`config.mk`:
```
export PLATFORM = sky130hd
export DESIGN_NAME = cpu_axi_bridge
export DESIGN_NICKNAME = d
export VERILOG_FILES = /design/src/rtl/cpu_axi_bridge.sv
export SDC_FILE = /design/constraint.sdc
export NUM_CORES = 1
export LEC_CHECK = 0
export BUFFER_PORTS_ARGS = -buffer_cell sky130_fd_sc_hd__buf_2
export CORE_AREA = 5 5 160 162
export DETAILED_ROUTE_END_ITERATION = 6
export DIE_AREA = 0 0 165 167
export PLACE_DENSITY = 0.59
export SKIP_LAST_GASP = 1
export SLEW_MARGIN = 15
export SYNTH_ARGS = -nofsm -noshare
export SYNTH_HDL_FRONTEND = slang
export SYNTH_SLANG_ARGS = --single-unit
```
`constraint.sdc`:
```
create_clock -name clk -period 3.2 [get_ports clk]
set_clock_uncertainty 0.15 [all_clocks]
set_input_delay 0.16 -clock clk [delete_from_list [all_inputs] [get_ports clk]]
set_output_delay 0.16 -clock clk [all_outputs]
set_load 0.02 [all_outputs]
```
`src/rtl/cpu_axi_bridge.sv`:
```
`timescale 1ns/1ps
// ---------------------------------------------------------------------------
// cpu_axi_bridge
//
// Bridges the core's two SRAM-like ports (instruction fetch and data
// load/store) onto a single AXI3 master. The AR/R channels are shared, and
// data reads win over instruction reads. The AW/W/B channels serve only the
// data port. Each SRAM port has at most one transaction in flight.
//
// Optional build macro: BRIDGE_RESP_CHECK_EN
//   When it is defined, the bridge adds a sticky bus_err output. It is set by
//   any non-OKAY rresp or bresp and by any R beat whose rid matches no
//   outstanding request. Only reset clears it.
//
// Ports
//   clk, resetn          clock and synchronous active-low reset
//   inst_sram_*          fetch port. Its wr, wstrb and wdata inputs are ignored.
//   data_sram_*          load/store port
//   ar* / r*             AXI read address and read data channels
//   aw* / w* / b*        AXI write address, write data and write response channels
//   bus_err              sticky response error (BRIDGE_RESP_CHECK_EN only)
// ---------------------------------------------------------------------------
module cpu_axi_bridge #(
    parameter logic [3:0] INST_ID = 4'd0,
    parameter logic [3:0] DATA_ID = 4'd1
) (
    input  logic        clk,
    input  logic        resetn,

    input  logic        inst_sram_req,
    input  logic        inst_sram_wr,
    input  logic [1:0]  inst_sram_size,
    input  logic [3:0]  inst_sram_wstrb,
    input  logic [31:0] inst_sram_addr,
    input  logic [31:0] inst_sram_wdata,
    output logic        inst_sram_addr_ok,
    output logic        inst_sram_data_ok,
    output logic [31:0] inst_sram_rdata,

    input  logic        data_sram_req,
    input  logic        data_sram_wr,
    input  logic [1:0]  data_sram_size,
    input  logic [3:0]  data_sram_wstrb,
    input  logic [31:0] data_sram_addr,
    input  logic [31:0] data_sram_wdata,
    output logic        data_sram_addr_ok,
    output logic        data_sram_data_ok,
    output logic [31:0] data_sram_rdata,

`ifdef BRIDGE_RESP_CHECK_EN
    output logic        bus_err,
`endif

    output logic [3:0]  arid,
    output logic [31:0] araddr,
    output logic [7:0]  arlen,
    output logic [2:0]  arsize,
    output logic [1:0]  arburst,
    output logic [1:0]  arlock,
    output logic [3:0]  arcache,
    output logic [2:0]  arprot,
    output logic        arvalid,
    input  logic        arready,

    input  logic [3:0]  rid,
    input  logic [31:0] rdata,
    input  logic [1:0]  rresp,
    input  logic        rlast,
    input  logic        rvalid,
    output logic        rready,

    output logic [3:0]  awid,
    output logic [31:0] awaddr,
    output logic [7:0]  awlen,
    output logic [2:0]  awsize,
    output logic [1:0]  awburst,
    output logic [1:0]  awlock,
    output logic [3:0]  awcache,
    output logic [2:0]  awprot,
    output logic        awvalid,
    input  logic        awready,

    output logic [3:0]  wid,
    output logic [31:0] wdata,
    output logic [3:0]  wstrb,
    output logic        wlast,
    output logic        wvalid,
    input  logic        wready,

    input  logic [3:0]  bid,
    input  logic [1:0]  bresp,
    input  logic        bvalid,
    output logic        bready
);

    typedef enum logic {R_IDLE, R_REQ} r_state_e;
    typedef enum logic [2:0] {W_IDLE, W_AW_W, W_AW, W_W, W_B} w_state_e;

    r_state_e    r_state_q, r_state_d;
    w_state_e    w_state_q, w_state_d;

    logic        inst_busy_q, inst_busy_d;
    logic        data_busy_q, data_busy_d;

    logic [31:0] araddr_q;
    logic [2:0]  arsize_q;
    logic [3:0]  arid_q;
    logic [31:0] awaddr_q;
    logic [2:0]  awsize_q;
    logic [31:0] wdata_q;
    logic [3:0]  wstrb_q;

    logic        grant_data, grant_inst, w_accept, raw_block;
    logic        r_inst_hit, r_data_hit, b_done;

    // Inputs the bridge never looks at. They are collected here so that the
    // omission is visibly deliberate.
    logic        unused_inputs;
    assign unused_inputs = ^{inst_sram_wr, inst_sram_wstrb, inst_sram_wdata,
                             rlast, rresp, bid, bresp};

    // ---------------- fixed AXI fields ----------------
    assign arlen   = 8'd0;
    assign arburst = 2'b01;
    assign arlock  = 2'd0;
    assign arcache = 4'd0;
    assign arprot  = 3'd0;
    assign awlen   = 8'd0;
    assign awburst = 2'b01;
    assign awlock  = 2'd0;
    assign awcache = 4'd0;
    assign awprot  = 3'd0;
    assign rready  = 1'b1;
    assign bready  = 1'b1;
    assign wlast   = 1'b1;
    assign awid    = DATA_ID;
    assign wid     = DATA_ID;

    // ---------------- request acceptance ----------------
    // A fetch from a word that still has a write in flight must wait until
    // that write has been acknowledged. Otherwise the fetch could return the
    // stale value.
    assign raw_block = (w_state_q != W_IDLE) &&
                       (inst_sram_addr[31:2] == awaddr_q[31:2]);

    // The grants are gated with resetn so that no addr_ok can leak out while
    // reset is held.
    assign grant_data = resetn && (r_state_q == R_IDLE) && data_sram_req &&
                        !data_sram_wr && !data_busy_q;
    assign grant_inst = resetn && (r_state_q == R_IDLE) && !grant_data &&
                        inst_sram_req && !inst_busy_q && !raw_block;
    assign w_accept   = resetn && (w_state_q == W_IDLE) && data_sram_req &&
                        data_sram_wr && !data_busy_q;

    assign inst_sram_addr_ok = grant_inst;
    assign data_sram_addr_ok = grant_data || w_accept;

    // ---------------- response routing ----------------
    assign r_inst_hit = rvalid && (rid == INST_ID) && inst_busy_q;
    assign r_data_hit = rvalid && (rid == DATA_ID) && data_busy_q;
    assign b_done     = (w_state_q == W_B) && bvalid;

    assign inst_sram_data_ok = r_inst_hit;
    assign inst_sram_rdata   = rdata;
    assign data_sram_data_ok = r_data_hit || b_done;
    assign data_sram_rdata   = rdata;

    // ---------------- busy flags ----------------
    always_comb begin
        inst_busy_d = inst_busy_q;
        data_busy_d = data_busy_q;
        if (grant_inst)
            inst_busy_d = 1'b1;
        else if (inst_sram_data_ok)
            inst_busy_d = 1'b0;
        if (grant_data || w_accept)
            data_busy_d = 1'b1;
        else if (data_sram_data_ok)
            data_busy_d = 1'b0;
    end

    always_ff @(posedge clk) begin
        if (!resetn) begin
            inst_busy_q <= 1'b0;
            data_busy_q <= 1'b0;
        end else begin
            inst_busy_q <= inst_busy_d;
            data_busy_q <= data_busy_d;
        end
    end

    // ---------------- read FSM ----------------
    always_ff @(posedge clk) begin
        if (!resetn)
            r_state_q <= R_IDLE;
        else
            r_state_q <= r_state_d;
    end

    always_comb begin
        r_state_d = r_state_q;
        case (r_state_q)
            R_IDLE:  if (grant_data || grant_inst) r_state_d = R_REQ;
            R_REQ:   if (arready)                  r_state_d = R_IDLE;
            default:                               r_state_d = R_IDLE;
        endcase
    end

    always_comb begin
        arvalid = (r_state_q == R_REQ);
        araddr  = araddr_q;
        arsize  = arsize_q;
        arid    = arid_q;
    end

    // ---------------- write FSM ----------------
    always_ff @(posedge clk) begin
        if (!resetn)
            w_state_q <= W_IDLE;
        else
            w_state_q <= w_state_d;
    end

    // AW and W complete independently. The FSM remembers which of the two
    // is still outstanding.
    always_comb begin
        w_state_d = w_state_q;
        case (w_state_q)
            W_IDLE: if (w_accept) w_state_d = W_AW_W;
            W_AW_W: begin
                if (awready && wready)
                    w_state_d = W_B;
                else if (awready)
                    w_state_d = W_W;
                else if (wready)
                    w_state_d = W_AW;
            end
            W_AW:    if (awready) w_state_d = W_B;
            W_W:     if (wready)  w_state_d = W_B;
            W_B:     if (bvalid)  w_state_d = W_IDLE;
            default:              w_state_d = W_IDLE;
        endcase
    end

    always_comb begin
        awvalid = (w_state_q == W_AW_W) || (w_state_q == W_AW);
        wvalid  = (w_state_q == W_AW_W) || (w_state_q == W_W);
        awaddr  = awaddr_q;
        awsize  = awsize_q;
        wdata   = wdata_q;
        wstrb   = wstrb_q;
    end

    // ---------------- request field capture (no reset needed) ----------------
    always_ff @(posedge clk) begin
        if (grant_data) begin
            araddr_q <= data_sram_addr;
            arsize_q <= {1'b0, data_sram_size};
            arid_q   <= DATA_ID;
        end else if (grant_inst) begin
            araddr_q <= inst_sram_addr;
            arsize_q <= {1'b0, inst_sram_size};
            arid_q   <= INST_ID;
        end
        if (w_accept) begin
            awaddr_q <= data_sram_addr;
            awsize_q <= {1'b0, data_sram_size};
            wdata_q  <= data_sram_wdata;
            wstrb_q  <= data_sram_wstrb;
        end
    end

`ifdef BRIDGE_RESP_CHECK_EN
    // ---------------- sticky response error ----------------
    logic bus_err_q;

    always_ff @(posedge clk) begin
        if (!resetn)
            bus_err_q <= 1'b0;
        else if ((rvalid && ((rresp != 2'b00) || !(r_inst_hit || r_data_hit))) ||
                 (bvalid && (bresp != 2'b00)))
            bus_err_q <= 1'b1;
    end

    assign bus_err = bus_err_q;
`endif

endmodule

```
==> impl_metrics.json, run 1 <==
{
  "status": "complete, no violations",
  "post-route-drc-count": 0,
  "synth_warnings": 0,
  "dr.pass1.iters": 4,
  "io_buffers": 229,
  "synth.largest_area_cell": "edfxtp_1",
  "grt.overflow.total": 0,
  "mostFrequentLayoutCell": "buf_2",
  "slew_violations": 0,
  "cts_buffers": 9,
  "h-tree-depth": 3,
  "die_width_um": 165,
  "power.leakage_nw": 3.15,
  "num_vias": 3585,
  "holdWs_ns": 0.0870,
  "synth_area_leaders": "edfxtp_1 (59%), buf_4 (17%), xnor2_1 (5.0%)",
  "worst_r2r_endpoint": "araddr[2]$_DFFE_PP_",
  "cts_root_buf": "clkbuf_16",
  "syn_inst": 358,
  "via_per_inst": 3.70,
  "cts_resized": 0,
  "power.density_mw_per_mm2": 464,
  "grt_pass1_vias": 4046,
  "ys_ff_latch": 111,
  "cp-start-kind": "input port",
  "r2r-start": "awaddr[29]$_DFFE_PP_",
  "cts_hold_buffers": 107,
  "hold_start": "bvalid",
  "grt_pass1_wl_mm": 23.5,
  "setup_viol": 0,
  "path_max_fanout": 34,
  "min_path_cells": 4,
  "start_util_pct": 22.0,
  "post_cts_buffers": 0,
  "antenna_found_initial": 0,
  "area_growth_pct": 43.3,
  "io_pins": 426,
  "synthMuxAreaShare_pct": 8.60,
  "crit_arrival_ns": 2.48,
  "syn_avg_cell_area_um2": 14.7,
  "clkTransAtPathRegs_ns": 0.08,
  "wirelength_mm": 16.4,
  "irDropWorstVdd_mv": 0.222,
  "grt_max_degree": 44,
  "die-area_mm2": 0.0276,
  "ys_seq_area_share_pct": 62.0,
  "fp.dieH_um": 167,
  "mostFrequentLayoutCells": "buf_2 (229), dlygate4sd3_1 (107), edfxtp_1 (104)",
  "synth_top_family_by_area": "buffers and inverters",
  "hold_class": "input port to flip-flop",
  "drt_iter0_drc": 172,
  "gp_congestion": 0.723,
  "tritoncts": "done",
  "synthFlopType": "edfxtp_1",
  "holdPathEnd": "w_state_q[2]$_SDFFE_PN0P_",
  "max_freq_mhz": 395,
  "ys_types": 39,
  "coreArea_mm2": 0.0240,
  "fin_setup_tns_ns": 0,
  "synth_compound_area_share_pct": 2.04,
  "worst-slew-pin-transition_ns": 0.606,
  "routedWlPerCell_um": 16.9,
  "fin_crit_ns": 2.53,
  "async_reset_ff_share_pct": 0,
  "nets": 836,
  "relSlewSlack_pct": 59.3,
  "ant_nets": 0,
  "clockBufferDepth": 2,
  "setup.worst_path.class": "input port to flip-flop",
  "clock_sinks": 111,
  "yosys.area_share.simple_pct": 4.30,
  "netlist.area_leader.share_pct": 59.3,
  "rows": 57,
  "synth_edf_count": 104,
  "rrSetupSlack_ns": 0.71,
  "crit_required_ns": 3.14,
  "dpl.hpwl_mm": 11.8,
  "finalCritPeriodShare_pct": 79.2,
  "ff2ff_path_depth": 6,
  "netlist_area_mm2": 0.00526,
  "yosys.area_share.adder_pct": 0,
  "synth_xor_area_share_pct": 4.99,
  "cp-end-kind": "flip-flop",
  "rsz0062_at_grt": "no",
  "drive_gt1_share_pct": 45.0,
  "worstSkewPairLatency_ns": 0.36,
  "hold_viol_final": 0,
  "cap_violations": 0,
  "grt_usage_pct": 11.6
}
## per-stage QoR
step	setup WS, ns	utilization (%)	std cells	cell area (um2)	power (mW)
floorplan	0.103	-	410	5460	2.18
global placement	0.673	25.7	846	6150	2.22
detailed placement	0.645	25.7	846	6150	2.23
CTS	0.584	31.5	969	7540	3.57
global route	0.516	31.5	969	7540	3.68
finish	0.666	31.5	970	7540	3.50
## synthesized netlist by cell type (2+ instances only)
| cell | number |
|---|---|
| buf_4 | 118 |
| edfxtp_1 | 104 |
| xnor2_1 | 30 |
| mux2_2 | 18 |
| mux2_4 | 16 |
| dfxtp_1 | 7 |
| nand2_1 | 6 |
| nand4_1 | 6 |
| inv_1 | 5 |
| a21oi_1 | 4 |
| and2_1 | 3 |
| buf_6 | 3 |
| nand2b_1 | 3 |
| nor2_1 | 3 |
| nor2b_1 | 3 |
| o21ai_0 | 3 |
| conb_1 | 2 |
| nor4_1 | 2 |
| o21a_1 | 2 |
## power breakdown
part	total [mW]	switching [mW]	internal [mW]
Combinational	0.593	0.330	0.263
Sequential	1.70	0.0268	1.68
Clock	1.20	0.635	0.570
## logic make-up after synthesis
group	count (synthesis)
AO/OA/AOI/OAI	16
XOR/XNOR	30
buffers and inverters	127
flip-flops	111
multiplexers	35
other	2
AND/OR/NAND/NOR	37
## cell type report
| cell class | instances | area (um2) |
|---|---|---|
| Multi-Input combinational cell | 172 | 1260 |
| Fill cell | 2433 | 16400 |
| Tap cell | 324 | 405 |
| Clock buffer | 9 | 225 |
| Clock inverter | 7 | 92.6 |
| Sequential cell | 111 | 3260 |
| Timing Repair Buffer | 341 | 2280 |
| Inverter | 5 | 20.0 |
| Antenna cell | 1 | 2.50 |
## per-layer routing
metal | GRT usage (%) | wire (um) | vias to the layer above
met5 | 0 | 0 | -
met4 | 4.38 | 445 | 0
met3 | 4.45 | 1530 | 45
met2 | 21.0 | 8540 | 191
met1 | 11.9 | 5900 | 1690
li1 | - | - | 1659
## sequential cells by signal (all words and copies together), names as in the netlist
name	flops
awsize	2
arsize	2
inst_busy_q	1
wstrb	4
arvalid	1
araddr	32
data_busy_q	1
wdata	32
w_state_q	3
awaddr	32
arid	1
## worst max-delay path by stage
stage / cells past startpoint / startpoint / to / slack, ns
finish: 8 / inst_sram_addr[29] / araddr[2]$_DFFE_PP_ / 0.67
CTS: 7 / inst_sram_addr[21] / inst_sram_addr_ok / 0.58
global placement: 6 / awaddr[21]$_DFFE_PP_ / araddr[5]$_DFFE_PP_ / 0.67
global route: 7 / inst_sram_addr[28] / inst_sram_addr_ok / 0.52
floorplan: 3 / w_state_q[1]$_SDFFE_PN0P_ / awaddr[0]$_DFFE_PP_ / 0.10
detailed placement: 6 / awaddr[8]$_DFFE_PP_ / araddr[3]$_DFFE_PP_ / 0.65
## critical path, stage by stage
cell and delay [ns]:
dlygate4sd3_1 0.53, buf_2 0.13, xnor2_1 0.21, nand4_1 0.17, nor4_1 0.59, a21oi_2 0.22, nand2b_2 0.24, buf_12 0.20
No activity file was read; power rests on OpenSTA's default activity.
==> inputs of run 2 (changes only) <==
Clock period 3.2 ns to 2.3 ns, I/O delays scaled along.
==> run 2 against run 1 <==
  * Worst hold slack got worse by 0.035 ns
  * Setup slack got worse by 0.53 ns
  * Die area unchanged
  * First-iteration DRC count decreased by 31%
  * Sequential cell count unchanged
  * Total power increased by 36%
  * Global-route usage decreased by 0.78 points
  * Sequential share of layout area decreased by 0.64 points
  * Final cell count increased by 0.62%
  * Non-clock buffer count increased by 7
  * Cell area increased by 1.5%
  * Register-to-register slack got worse by 0.49 ns
  * Largest power group unchanged
==> impl_metrics.json, run 2 (synthesis gave the netlist of run 1 again) <==
{
  "status": "complete, no violations",
  "slowest_delay_ns": 0.54,
  "relSlewSlack_pct": 58.7,
  "grt_usage_pct": 10.8,
  "drive_gt1_share_pct": 46.2,
  "tritoncts": "done",
  "ff2ff_path_depth": 6,
  "routedWlPerCell_um": 15.8,
  "setup.worst_path.class": "input port to output pin",
  "grt_pass1_wl_mm": 22.4,
  "die_width_um": 165,
  "r2r-start": "data_busy_q$_SDFFE_PN0P_",
  "max_freq_mhz": 462,
  "ff_latch_area_mm2": 0.00326,
  "grt_pass1_vias": 3855,
  "worst_r2r_endpoint": "araddr[15]$_DFFE_PP_",
  "start_util_pct": 22.0,
  "dr.pass1.iters": 4,
  "mostFrequentLayoutCells": "buf_2 (228), dlygate4sd3_1 (107), edfxtp_1 (104)",
  "fp.dieH_um": 167,
  "post-route-drc-count": 0,
  "antennaDiodeCount": 0,
  "finalCritPeriodShare_pct": 94.2,
  "worstSkewPairLatency_ns": 0.35,
  "coreArea_mm2": 0.0240,
  "fin_crit_ns": 2.17,
  "cpMostUsedCell": "buf_6",
  "crit_arrival_ns": 1.90,
  "min_path_cells": 4,
  "grt.overflow.total": 0,
  "rows": 57,
  "power.density_mw_per_mm2": 621,
  "hold_class": "input port to flip-flop",
  "rrSetupSlack_ns": 0.22,
  "cts_root_buf": "clkbuf_16",
  "fin_setup_tns_ns": 0,
  "cp-end-kind": "output pin",
  "mostFrequentLayoutCell": "buf_2",
  "nets": 843,
  "clockBufferDepth": 2,
  "holdWs_ns": 0.0523,
  "wirelength_mm": 15.4,
  "cp-start-kind": "input port",
  "slowest_stage": "dlygate4sd3_1",
  "crit_family": "buffers and inverters",
  "ant_nets": 0,
  "clock_sinks": 111,
  "io_buffers": 229,
  "crit_buf_inv": 5,
  "dpl.hpwl_mm": 11.3,
  "slew_violations": 0,
  "drt_iter0_drc": 118,
  "die-area_mm2": 0.0276,
  "hold_start": "bvalid",
  "antenna_found_initial": 1,
  "h-tree-depth": 3,
  "cts_buffers": 9,
  "cap_violations": 0,
  "crit_chain": "dlygate4sd3_1 > buf_2 > xnor2_2 > nand4_1 > nor4_2 > buf_4 > a21oi_2 > buf_6 > buf_6",
  "hold_viol_final": 0,
  "path_max_fanout": 2,
  "setup_viol": 0,
  "holdPathEnd": "w_state_q[2]$_SDFFE_PN0P_",
  "io_pins": 426,
  "power.leakage_nw": 3.20,
  "worstSetupStartpoint": "inst_sram_addr[26]",
  "gp_congestion": 0.746,
  "multi_input_area_mm2": 0.00130,
  "num_vias": 3570,
  "fill_cells": 2418,
  "via_per_inst": 3.66,
  "rsz0062_at_grt": "yes",
  "irDropWorstVdd_mv": 0.362,
  "grt_max_degree": 38,
  "worst-slew-pin-transition_ns": 0.611,
  "crit_required_ns": 2.04,
  "area_growth_pct": 45.5,
  "clkTransAtPathRegs_ns": 0.08
}
==> run 2: changes by cell type in the layout (fill, tap and decap cells not counted), moves of 2 or more <==
cell / change
buf_12: +3
buf_4: +3
buf_6: +2
clkinv_4: +2
clkinv_8: -2
nor4_1: -2
nor4_2: +2
xnor2_1: -3
xnor2_2: +3
==> run 2: layout make-up <==
| type | instances | area share (%) |
|---|---|---|
| inverter | 5 | 0.294 |
| timing repair buffer | 348 | 31.1 |
| clock buffer | 10 | 2.99 |
| multi-input combinational | 172 | 17.0 |
| tap | 324 | 5.29 |
| sequential | 111 | 42.6 |
| clock inverter | 6 | 0.719 |
==> run 2: power by group <==
part,switching (mW),leakage (nW),internal (mW)
clock network,0.785,0.138,0.756
logic,0.458,2.05,0.388
registers,0.0368,1.01,2.33
total,1.28,3.20,3.47
==> run 2: worst max path at each step <==
stage / to / cells after the start
3_5_place_dp: araddr[24]$_DFFE_PP_ / 7
3_3_place_gp: araddr[1]$_DFFE_PP_ / 6
2_1_floorplan: awaddr[0]$_DFFE_PP_ / 3
4_1_cts: inst_sram_addr_ok / 7
5_1_grt: inst_sram_addr_ok / 7
6_report: inst_sram_addr_ok / 9
==> run 2: worst min-delay path: cells and delay by family <==
kind                   cells  cell delay, ns
and+or+nand+nor            1            0.11
AOI/OAI and AO/OA          1            0.13
buffers and inverters      2            0.17
==> run 2: timing repair <==
item / in CTS / in global routing
endpoints found under the setup margin: 1 / 1
endpoints found under the hold margin: 109 / 0
gates resized for setup: 6 / 2
pin swaps: 4 / 6
cloned: 0 / 0
setup buffers: 2 / 1
hold buffers: 107 / 0
==> run 2: per-stage QoR <==
step	setup slack, ns	area [um2]	util [%]	cells	power (mW)
4_1_cts	0.00383	7630	31.9	975	4.84
6_report	0.134	7660	32.0	976	4.75
3_3_place_gp	0.157	6230	26.0	850	3.10
3_5_place_dp	0.167	6230	26.0	850	3.11
5_1_grt	-0.00899	7660	32.0	976	4.97
2_1_floorplan	0.00135	5480	-	410	3.03
==> run 2: layer usage <==
metal / global-route usage (%) / part of all wire (%) / vias up
met5: 0 / 0.045 / -
met4: 3.94 / 2.6 / 2
met3: 3.83 / 8.2 / 40
met2: 18.3 / 50 / 160
met1: 12.5 / 39 / 1695
li1: - / - / 1673
==> inputs of run 3 (changes only) <==
Settings changed: CELL_PAD_IN_SITES_DETAIL_PLACEMENT from default to 0, CELL_PAD_IN_SITES_GLOBAL_PLACEMENT from default to 1, PLACE_DENSITY 0.59 to 0.74, SETUP_SLACK_MARGIN from default to 0.15, SKIP_CTS_REPAIR_TIMING from default to 1.
==> run 3 against run 2 <==
  * Non-clock buffer count shrank 2
  * Clock power is 5% higher
  * Via count decreased by 1.0%
  * Sequential share of layout area down 0.30 points
==> impl_metrics.json, run 3 (synthesis gave the netlist of run 1 again) <==
{
  "fp.dieH_um": 167,
  "die-area_mm2": 0.0276,
  "design_area_mm2": 0.00771,
  "place_ws_ns": -0.0392,
  "grt_max_degree": 44,
  "max_freq_mhz": 443,
  "worst_slack_ns": 0.0401,
  "clock_sinks": 111,
  "clockBufferDepth": 2,
  "h-tree-depth": 3,
  "worstSetupStartpoint": "awaddr[27]$_DFFE_PP_",
  "slowest_delay_ns": 0.41,
  "top_layer": "met5",
  "wl_met3_mm": 1.24,
  "clkTransAtPathRegs_ns": 0.09,
  "io_buffers": 229,
  "utilization_pct": 32.2,
  "via_per_inst": 3.63,
  "num_vias": 3534,
  "cts_buffers": 9,
  "stdcell_count": 974,
  "wirelength_mm": 15.3,
  "antenna_found_initial": 1,
  "setup.worst_path.class": "flip-flop to output pin",
  "grt.overflow.total": 0,
  "drt_iter0_drc": 114,
  "crit_family": "simple AND/OR/NAND/NOR gates",
  "routedWlPerCell_um": 15.7,
  "dr.pass1.iters": 4,
  "hold_viol_final": 0,
  "post-route-drc-count": 0,
  "drive_gt1_share_pct": 46.9,
  "path_max_fanout": 4,
  "area_growth_pct": 46.6,
  "mostFrequentLayoutCell": "buf_2",
  "power.leakage_nw": 3.23,
  "start_util_pct": 22.0,
  "crit_buf_inv": 2,
  "dp.cells": 851,
  "ant_nets": 0,
  "tritoncts": "done",
  "placed_cell_area_mm2": 0.00628,
  "dpl.hpwl_mm": 11.3,
  "mostFrequentLayoutCells": "buf_2 (228), dlygate4sd3_1 (107), edfxtp_1 (104)",
  "cp-end-kind": "output pin",
  "cp-start-kind": "flip-flop",
  "gp_congestion": 0.740,
  "hold_start": "data_sram_wr",
  "slowest_stage": "edfxtp_1",
  "grt_pass1_wl_mm": 19.4,
  "rsz0062_at_grt": "yes",
  "slew_violations": 0,
  "cpMostUsedCell": "buf_6",
  "power.density_mw_per_mm2": 627,
  "crit_chain": "xnor2_1 > nand4_1 > nor4_4 > a21oi_4 > buf_6 > buf_6",
  "grt_usage_pct": 9.58,
  "m1WireLength_mm": 5.61,
  "power_mw": 4.84,
  "die_width_um": 165,
  "worstSkewPairLatency_ns": 0.36,
  "finalCritPeriodShare_pct": 98.3,
  "coreArea_mm2": 0.0240,
  "antennaDiodeCount": 0,
  "setup_viol": 0,
  "hold_class": "input port to flip-flop",
  "r2r-start": "awaddr[27]$_DFFE_PP_",
  "crit_required_ns": 2.04,
  "fill_cells": 2428,
  "cap_violations": 0,
  "nets": 841,
  "rows": 57,
  "irDropWorstVdd_mv": 0.271,
  "cts_root_buf": "clkbuf_16",
  "crit_arrival_ns": 1.99,
  "grt_pass1_vias": 3220,
  "io_pins": 426,
  "status": "complete, no violations",
  "wl_met2_mm": 8.13,
  "fin_crit_ns": 2.26
}
run 3: changes by cell type in the layout (fill, tap and decap cells not counted), sizes merged:
cell    change
buf         -2
inv         +2
clkbuf      -1
clkinv      -1
run 3: cell type report:
cell class / instances / area [um2] / share of cell area (%)
clock inverter: 7 / 80.1 / 1.04
clock buffer: 9 / 225 / 2.92
tap: 324 / 405 / 5.25
sequential: 111 / 3260 / 42.3
multi-input combinational: 172 / 1340 / 17.4
inverter: 5 / 22.5 / 0.292
timing repair buffer: 346 / 2380 / 30.8
run 3: worst reg2reg max path: stages, from the launching register on:
cell,delay (ns)
edfxtp_1,0.41
xnor2_1,0.26
nand4_1,0.28
nor4_4,0.32
a21oi_4,0.10
nand2b_4,0.19
buf_12,0.17
run 3: metrics by stage:
stage | hold slack, ns | TNS, ns
floorplan | 0.0639 | 0
global placement | 0.0802 | 0
detailed placement | 0.0802 | -1.03
CTS | -0.253 | -2.25
global route | 0.00636 | -0.0609
finish | 0.0152 | 0
run 3: power by group:
part | switching [mW] | internal, mW
combinational | 0.459 | 0.399
clock | 0.834 | 0.782
sequential | 0.0358 | 2.33
run 3: layer usage:
metal / vias up / GRT usage [%]
li1: 1667 / -
met1: 1676 / 10.3
met2: 163 / 16.9
met3: 26 / 3.04
met4: 2 / 4.45
met5: - / 0
run 3: worst paths after layout:
check        slack, ns  cells past startpoint                    to
min               0.02                      3  arid[0]$_SDFFE_PN1P_
max               0.04                      6     inst_sram_addr_ok
max reg2reg       0.15                      6   araddr[2]$_DFFE_PP_
min reg2reg       0.30                      2  arid[0]$_SDFFE_PN1P_
